<file path="src/rtl/fm_op_seq_pkg.sv">
// Shared constants for the FM operator sequencer: slot count, tremolo LFO shape
// and the envelope stage encodings also used by the EG.
package fm_op_seq_pkg;

  localparam int NUM_OPS_DEF = 36;

  localparam int LFO_POS_LEN = 210;
  localparam int LFO_HALF    = 105;
  localparam int LFO_DIV_MAX = 63;

  typedef enum logic [1:0] {
    ST_IDLE,
    ST_RUN,
    ST_DONE
  } seq_state_t;

  typedef enum logic [1:0] {
    EG_ATTACK,
    EG_DECAY,
    EG_SUSTAIN,
    EG_RELEASE
  } eg_stage_t;

endpackage

</file>
<file path="src/rtl/fm_am_lfo.sv">
// Tremolo LFO: 64-frame divider feeding a 210-step triangle, scaled by depth.
module fm_am_lfo
  import fm_op_seq_pkg::*;
(
  input  logic       clk,
  input  logic       reset,
  input  logic       step,
  input  logic       am_depth,
  output logic [5:0] am_val
);

  logic [5:0] r_div;
  logic [7:0] r_pos;
  logic [6:0] w_tri;

  always_ff @(posedge clk or posedge reset) begin
    if (reset) begin
      r_div <= '0;
      r_pos <= '0;
    end else if (step) begin
      r_div <= r_div + 6'd1;
      if (r_div == 6'(LFO_DIV_MAX)) begin
        r_pos <= (r_pos == 8'(LFO_POS_LEN - 1)) ? 8'd0 : r_pos + 8'd1;
      end
    end
  end

  // Falling half mirrors the rising half so the peak value (104) is held for two positions.
  assign w_tri  = (r_pos < 8'(LFO_HALF)) ? r_pos[6:0] : 7'(8'(LFO_POS_LEN - 1) - r_pos);
  assign am_val = am_depth ? 6'(w_tri >> 2) : 6'(w_tri >> 4);

endmodule

</file>
<file path="src/rtl/fm_op_seq.sv">
// Per-sample operator slot sequencer: walks all operator slots once per sample tick,
// strobes next, delivers queued operator resets and forwards each slot's EG result.
module fm_op_seq
  import fm_op_seq_pkg::*;
#(
  parameter int NUM_OPS     = NUM_OPS_DEF,
  parameter int SLOT_CYCLES = 4
) (
  input  logic       clk,
  input  logic       reset,
  input  logic       sample_tick,
  input  logic       rst_req,
  input  logic [5:0] rst_req_op,
  input  logic       am_depth,
  output logic [5:0] op_sel,
  output logic       next,
  output logic       op_reset,
  output logic [5:0] am_val,
  input  logic [8:0] env,
  input  logic       restart,
  output logic [8:0] env_out,
  output logic [5:0] env_out_op,
  output logic       restart_out,
  output logic       env_out_valid,
  output logic       busy,
  output logic       frame_done,
  output logic       overrun
);

  localparam int SCW = (SLOT_CYCLES > 2) ? $clog2(SLOT_CYCLES) : 1;
  localparam logic [SCW-1:0] SC_LAST  = SCW'(SLOT_CYCLES - 1);
  localparam logic [SCW-1:0] SC_PRE   = SCW'(SLOT_CYCLES - 2);
  localparam logic [5:0]     OP_LAST  = 6'(NUM_OPS - 1);
  localparam logic [6:0]     OP_COUNT = 7'(NUM_OPS);

  seq_state_t     r_state;
  logic [SCW-1:0] r_sc;
  logic [5:0]     r_op_sel;
  logic           r_next;
  logic           r_op_reset;
  logic [5:0]     r_am_val;
  logic [8:0]     r_env_out;
  logic [5:0]     r_env_out_op;
  logic           r_restart_out;
  logic           r_env_out_valid;
  logic           r_busy;
  logic           r_frame_done;
  logic           r_overrun;
  logic [63:0]    r_pending;

  logic [63:0]    w_pending_next;
  logic [5:0]     w_op_inc;
  logic [5:0]     w_lfo_am;
  logic           w_step;

  assign w_op_inc = r_op_sel + 6'd1;
  assign w_step   = (r_state == ST_DONE);

  fm_am_lfo u_lfo (
    .clk      (clk),
    .reset    (reset),
    .step     (w_step),
    .am_depth (am_depth),
    .am_val   (w_lfo_am)
  );

  // Clear before set so a request colliding with its own delivery survives to the next frame.
  always_comb begin
    w_pending_next = r_pending;
    if (r_next && r_op_reset) begin
      w_pending_next[r_op_sel] = 1'b0;
    end
    if (rst_req && ({1'b0, rst_req_op} < OP_COUNT)) begin
      w_pending_next[rst_req_op] = 1'b1;
    end
  end

  always_ff @(posedge clk or posedge reset) begin
    if (reset) begin
      r_state         <= ST_IDLE;
      r_sc            <= '0;
      r_op_sel        <= '0;
      r_next          <= 1'b0;
      r_op_reset      <= 1'b0;
      r_am_val        <= '0;
      r_env_out       <= '0;
      r_env_out_op    <= '0;
      r_restart_out   <= 1'b0;
      r_env_out_valid <= 1'b0;
      r_busy          <= 1'b0;
      r_frame_done    <= 1'b0;
      r_overrun       <= 1'b0;
      r_pending       <= '0;
    end else begin
      r_pending       <= w_pending_next;
      r_env_out_valid <= r_next;
      r_frame_done    <= 1'b0;
      if (sample_tick && (r_state != ST_IDLE)) begin
        r_overrun <= 1'b1;
      end
      case (r_state)
        ST_IDLE: begin
          if (sample_tick) begin
            r_state    <= ST_RUN;
            r_busy     <= 1'b1;
            r_sc       <= '0;
            r_op_sel   <= '0;
            r_next     <= 1'b0;
            r_op_reset <= r_pending[0];
            r_am_val   <= w_lfo_am;
          end
        end
        ST_RUN: begin
          if (r_sc == SC_LAST) begin
            r_env_out     <= env;
            r_restart_out <= restart;
            r_env_out_op  <= r_op_sel;
            r_sc          <= '0;
            r_next        <= 1'b0;
            if (r_op_sel == OP_LAST) begin
              r_state      <= ST_DONE;
              r_op_sel     <= '0;
              r_op_reset   <= 1'b0;
              r_frame_done <= 1'b1;
            end else begin
              r_op_sel   <= w_op_inc;
              r_op_reset <= r_pending[w_op_inc];
            end
          end else begin
            r_sc   <= r_sc + 1'b1;
            r_next <= (r_sc == SC_PRE);
          end
        end
        ST_DONE: begin
          r_state <= ST_IDLE;
          r_busy  <= 1'b0;
        end
        default: begin
          r_state <= ST_IDLE;
          r_busy  <= 1'b0;
        end
      endcase
    end
  end

  assign op_sel        = r_op_sel;
  assign next          = r_next;
  assign op_reset      = r_op_reset;
  assign am_val        = r_am_val;
  assign env_out       = r_env_out;
  assign env_out_op    = r_env_out_op;
  assign restart_out   = r_restart_out;
  assign env_out_valid = r_env_out_valid;
  assign busy          = r_busy;
  assign frame_done    = r_frame_done;
  assign overrun       = r_overrun;

endmodule

</file>
<file path="config.mk">
export PLATFORM = sky130hd
export DESIGN_NAME = fm_op_seq
export DESIGN_NICKNAME = d
export VERILOG_FILES = /design/src/rtl/fm_op_seq_pkg.sv /design/src/rtl/fm_am_lfo.sv /design/src/rtl/fm_op_seq.sv
export SDC_FILE = /design/constraint.sdc
export NUM_CORES = 1
export LEC_CHECK = 0
export ABC_AREA = 1
export BUFFER_PORTS_ARGS = -buffer_cell sky130_fd_sc_hd__buf_2
export CAP_MARGIN = 10
export CORE_ASPECT_RATIO = 0.8
export CORE_MARGIN = 4
export CORE_UTILIZATION = 45
export DETAILED_ROUTE_END_ITERATION = 16
export PLACE_DENSITY_LB_ADDON = 0.15
export REMOVE_ABC_BUFFERS = 1
export SLEW_MARGIN = 10
export SYNTH_ARGS = -nofsm -noshare
export SYNTH_HDL_FRONTEND = slang
export SYNTH_HIERARCHICAL = 1
export SYNTH_SLANG_ARGS = --single-unit
export TNS_END_PERCENT = 1
</file>
<file path="constraint.sdc">
create_clock -name clk -period 4.46 [get_ports clk]
set_input_delay 0.892 -clock clk [delete_from_list [all_inputs] [get_ports clk]]
set_output_delay 0.892 -clock clk [all_outputs]
set_load 0.02 [all_outputs]
</file>
==> impl_metrics.json <==
{
  "outcome": "complete, no violations",
  "numCtsBuffers": 17,
  "slew_headroom_pct": 45.78,
  "synth.avg_cell_area_um2": 7.891,
  "r2r_cells": 10,
  "yosys.area_share.simple_pct": 25.01,
  "grt_pass1_vias": 5074,
  "fin_worst_skew_ns": 0.009330,
  "die_w_um": 136.2,
  "syn_inst": 750,
  "root_buffer": "clkbuf_16",
  "critPathMaxStageDelay_ns": 0.77,
  "via_per_inst": 5.332,
  "ys_types": 36,
  "whs_ns": 0.4503,
  "reg2reg_from": "op_sel[1]",
  "cts_tree": "yes",
  "dr.pass1.iters": 5,
  "path_common_cell": "nand3_1",
  "r2r_slack_ns": 1.92,
  "cp_top_family": "adder cells",
  "cp_data_arrival_time_ns": 2.83,
  "grt_max_degree": 65,
  "setup_viol": 0,
  "synth_xor_area_share_pct": 1.607,
  "layout_min_cycle_time_ns": 2.542,
  "syn_area_mm2": 0.005918,
  "drt_iter0_drc": 576,
  "dp_hpwl_um": 11250,
  "worst_slack_ns": 1.918,
  "slew_viol_final": 0,
  "clk_pin_slew_ns": 0.05,
  "synth_fa_ha_area_share_pct": 1.903,
  "ys_seq_area_share_pct": 49.05,
  "grt_usage_pct": 21.86,
  "num_vias": 5284,
  "tightest_slew_ns": 0.8071,
  "period_share_pct": 56.99,
  "synth.area.mux_share_pct": 0,
  "final_cells": 991,
  "cp_cell_sequence": "ha_1 -> inv_1 -> o211ai_1 -> nand3_1 -> nand3_1 -> nand3_1 -> nand3_1 -> nand2_1 -> nand2_1 -> a21oi_1",
  "die_h_um": 110.6,
  "start_util_pct": 45.98,
  "avgRoutedWirePerCell_um": 15.75,
  "reg2reg_to": "op_reset",
  "fmax_mhz": 393.4,
  "place_congestion": 0.9138,
  "final_hold_viol_count": 0,
  "port_buffers": 54,
  "dp_cells": 960,
  "htree_levels": 4,
  "drv_cap": 0,
  "cp_num_cells": 10,
  "cellPowerDensity_mw_per_mm2": 387.5,
  "min_from": "next",
  "ctsHoldBuffers": 0,
  "overflow": 0,
  "yosys_warnings": 6,
  "drive_gt1_share_pct": 13.73,
  "wirelength_um": 15610,
  "post_cts_buffers": 0,
  "hold_path_class": "register to register",
  "crit_type": "register to register",
  "diodes": 0,
  "peakVddDrop_mv": 0.2716,
  "p_leak_nw": 3.374,
  "clk_latency_ns": 0.41,
  "clkSinkCount": 116,
  "core_area_mm2": 0.01287,
  "synth-seq-cells": 116,
  "endpoint_kind": "register",
  "worst-path-max-fanout": 21,
  "total_power_w": 0.002695,
  "nets": 834,
  "grt_first_pass_wirelength_um": 26350,
  "synth_compound_area_share_pct": 13.02,
  "pre_cts_ws_ns": 2.004,
  "dieArea_mm2": 0.01506,
  "postRouteAntennaNets": 0,
  "synth_top_family_by_area": "simple AND/OR/NAND/NOR gates",
  "antenna_found_initial": 0,
  "num_rows": 37,
  "area_growth_pct": 17.55,
  "rsz0062_at_grt": "no",
  "whs_path_depth": 0,
  "ios": 55,
  "critPathLaunchType": "register",
  "cp_num_buf_inv": 1,
  "cts_resized": 0,
  "critPathSlowestCell": "ha_1",
  "cp_data_required_time_ns": 4.75,
  "final.setup.tns_ns": 0,
  "drc": 0,
  "clockBufferDepth": 2,
  "worstHoldEndpoint": "env_out_valid"
}
worst max path at each step:
| stage | startpoint | endpoint | slack, ns |
|---|---|---|---|
| after floorplan | reset | am_val[0] | 0.89 |
| after global placement | op_sel[1] | op_reset | 2.13 |
| after detailed placement | op_sel[1] | op_reset | 2.00 |
| after CTS | op_sel[1] | op_reset | 1.99 |
| after global routing | r_state[0] | env_out_op[1] | 1.71 |
| final | op_sel[1] | op_reset | 1.92 |
power breakdown:
part | leakage, nW | switching [W] | internal [W]
Sequential | 1.42 | 0.00000614 | 0.00107
Combinational | 1.64 | 0.0000585 | 0.0000212
Clock | 0.316 | 0.000470 | 0.00107
cell usage after synthesis (all sizes together):
cell | n | area (µm²)
nand4 | 8 | 56.30
a21boi | 4 | 30.03
nand3b | 1 | 7.510
xor2 | 5 | 43.79
dfrtp | 116 | 2903
clkbuf | 6 | 22.52
o211ai | 4 | 30.03
and2 | 1 | 6.260
buf | 15 | 110.1
o21ai | 95 | 483.0
a22o | 1 | 8.760
ha | 9 | 112.6
o22ai | 5 | 31.28
a21oi | 27 | 135.1
nand3 | 68 | 350.3
inv | 112 | 420.4
xnor2 | 5 | 51.30
nor2 | 41 | 171.4
conb | 1 | 3.750
o31ai | 6 | 45.04
nor3 | 19 | 117.6
nand2 | 200 | 770.7
o21bai | 1 | 7.510
layout make-up:
cell class,instances,area (µm²)
clock buffers,22,464.2
well taps,175,219.0
inverters,112,422.9
fillers,1263,5913
repair buffers,56,285.3
flip-flops and latches,116,2903
clock inverters,9,200.2
multi-input cells,501,2462
registers in the layout, summed over array words and instances, names as in the netlist, 2 cells and up:
| register | cells |
|---|---|
| r_pending | 64 |
| env_out_op | 6 |
| op_sel | 6 |
| r_sc | 2 |
| env_out | 9 |
| u_lfo/r_div | 6 |
| u_lfo/r_pos | 8 |
| am_val | 6 |
| r_state | 2 |
kinds of logic (layout without fill, tap and decap cells):
group,after synthesis,after routing
AND/OR/NAND/NOR,338,338
AO/OA/AOI/OAI,143,143
buffers and inverters,133,199
flip-flops,116,116
XOR/XNOR,10,10
adder cells (fa/ha/maj),9,9
other,1,1
metrics by stage:
stage	util [%]	instance area [µm²]
floorplan	-	5786
global placement	48.89	6292
detailed placement	48.89	6292
CTS	54.05	6957
global route	54.05	6957
finish	54.05	6957
cells in the final DEF, fill, tap and decap left out, drive strengths merged:
master,instances
a21boi,4
a22o,1
clkinv,1
nand4,8
o21ai,95
and2,1
nand2,200
o21bai,1
buf,56
o31ai,6
clkbuf,22
xnor2,5
o211ai,4
clkinvlp,2
dfrtp,116
nand3,68
xor2,5
nor3,19
inv,112
bufinv,6
nand3b,1
a21oi,27
ha,9
o22ai,5
conb,1
nor2,41
per-layer routing:
layer	up-vias	part of all wire [%]	global-route usage (%)
met4	0	1.5	6.582
li1	2521	-	-
met3	23	8.4	5.783
met5	-	0	0
met2	239	43	30.58
met1	2501	48	33.02
Power figures use the tool's default switching activity.
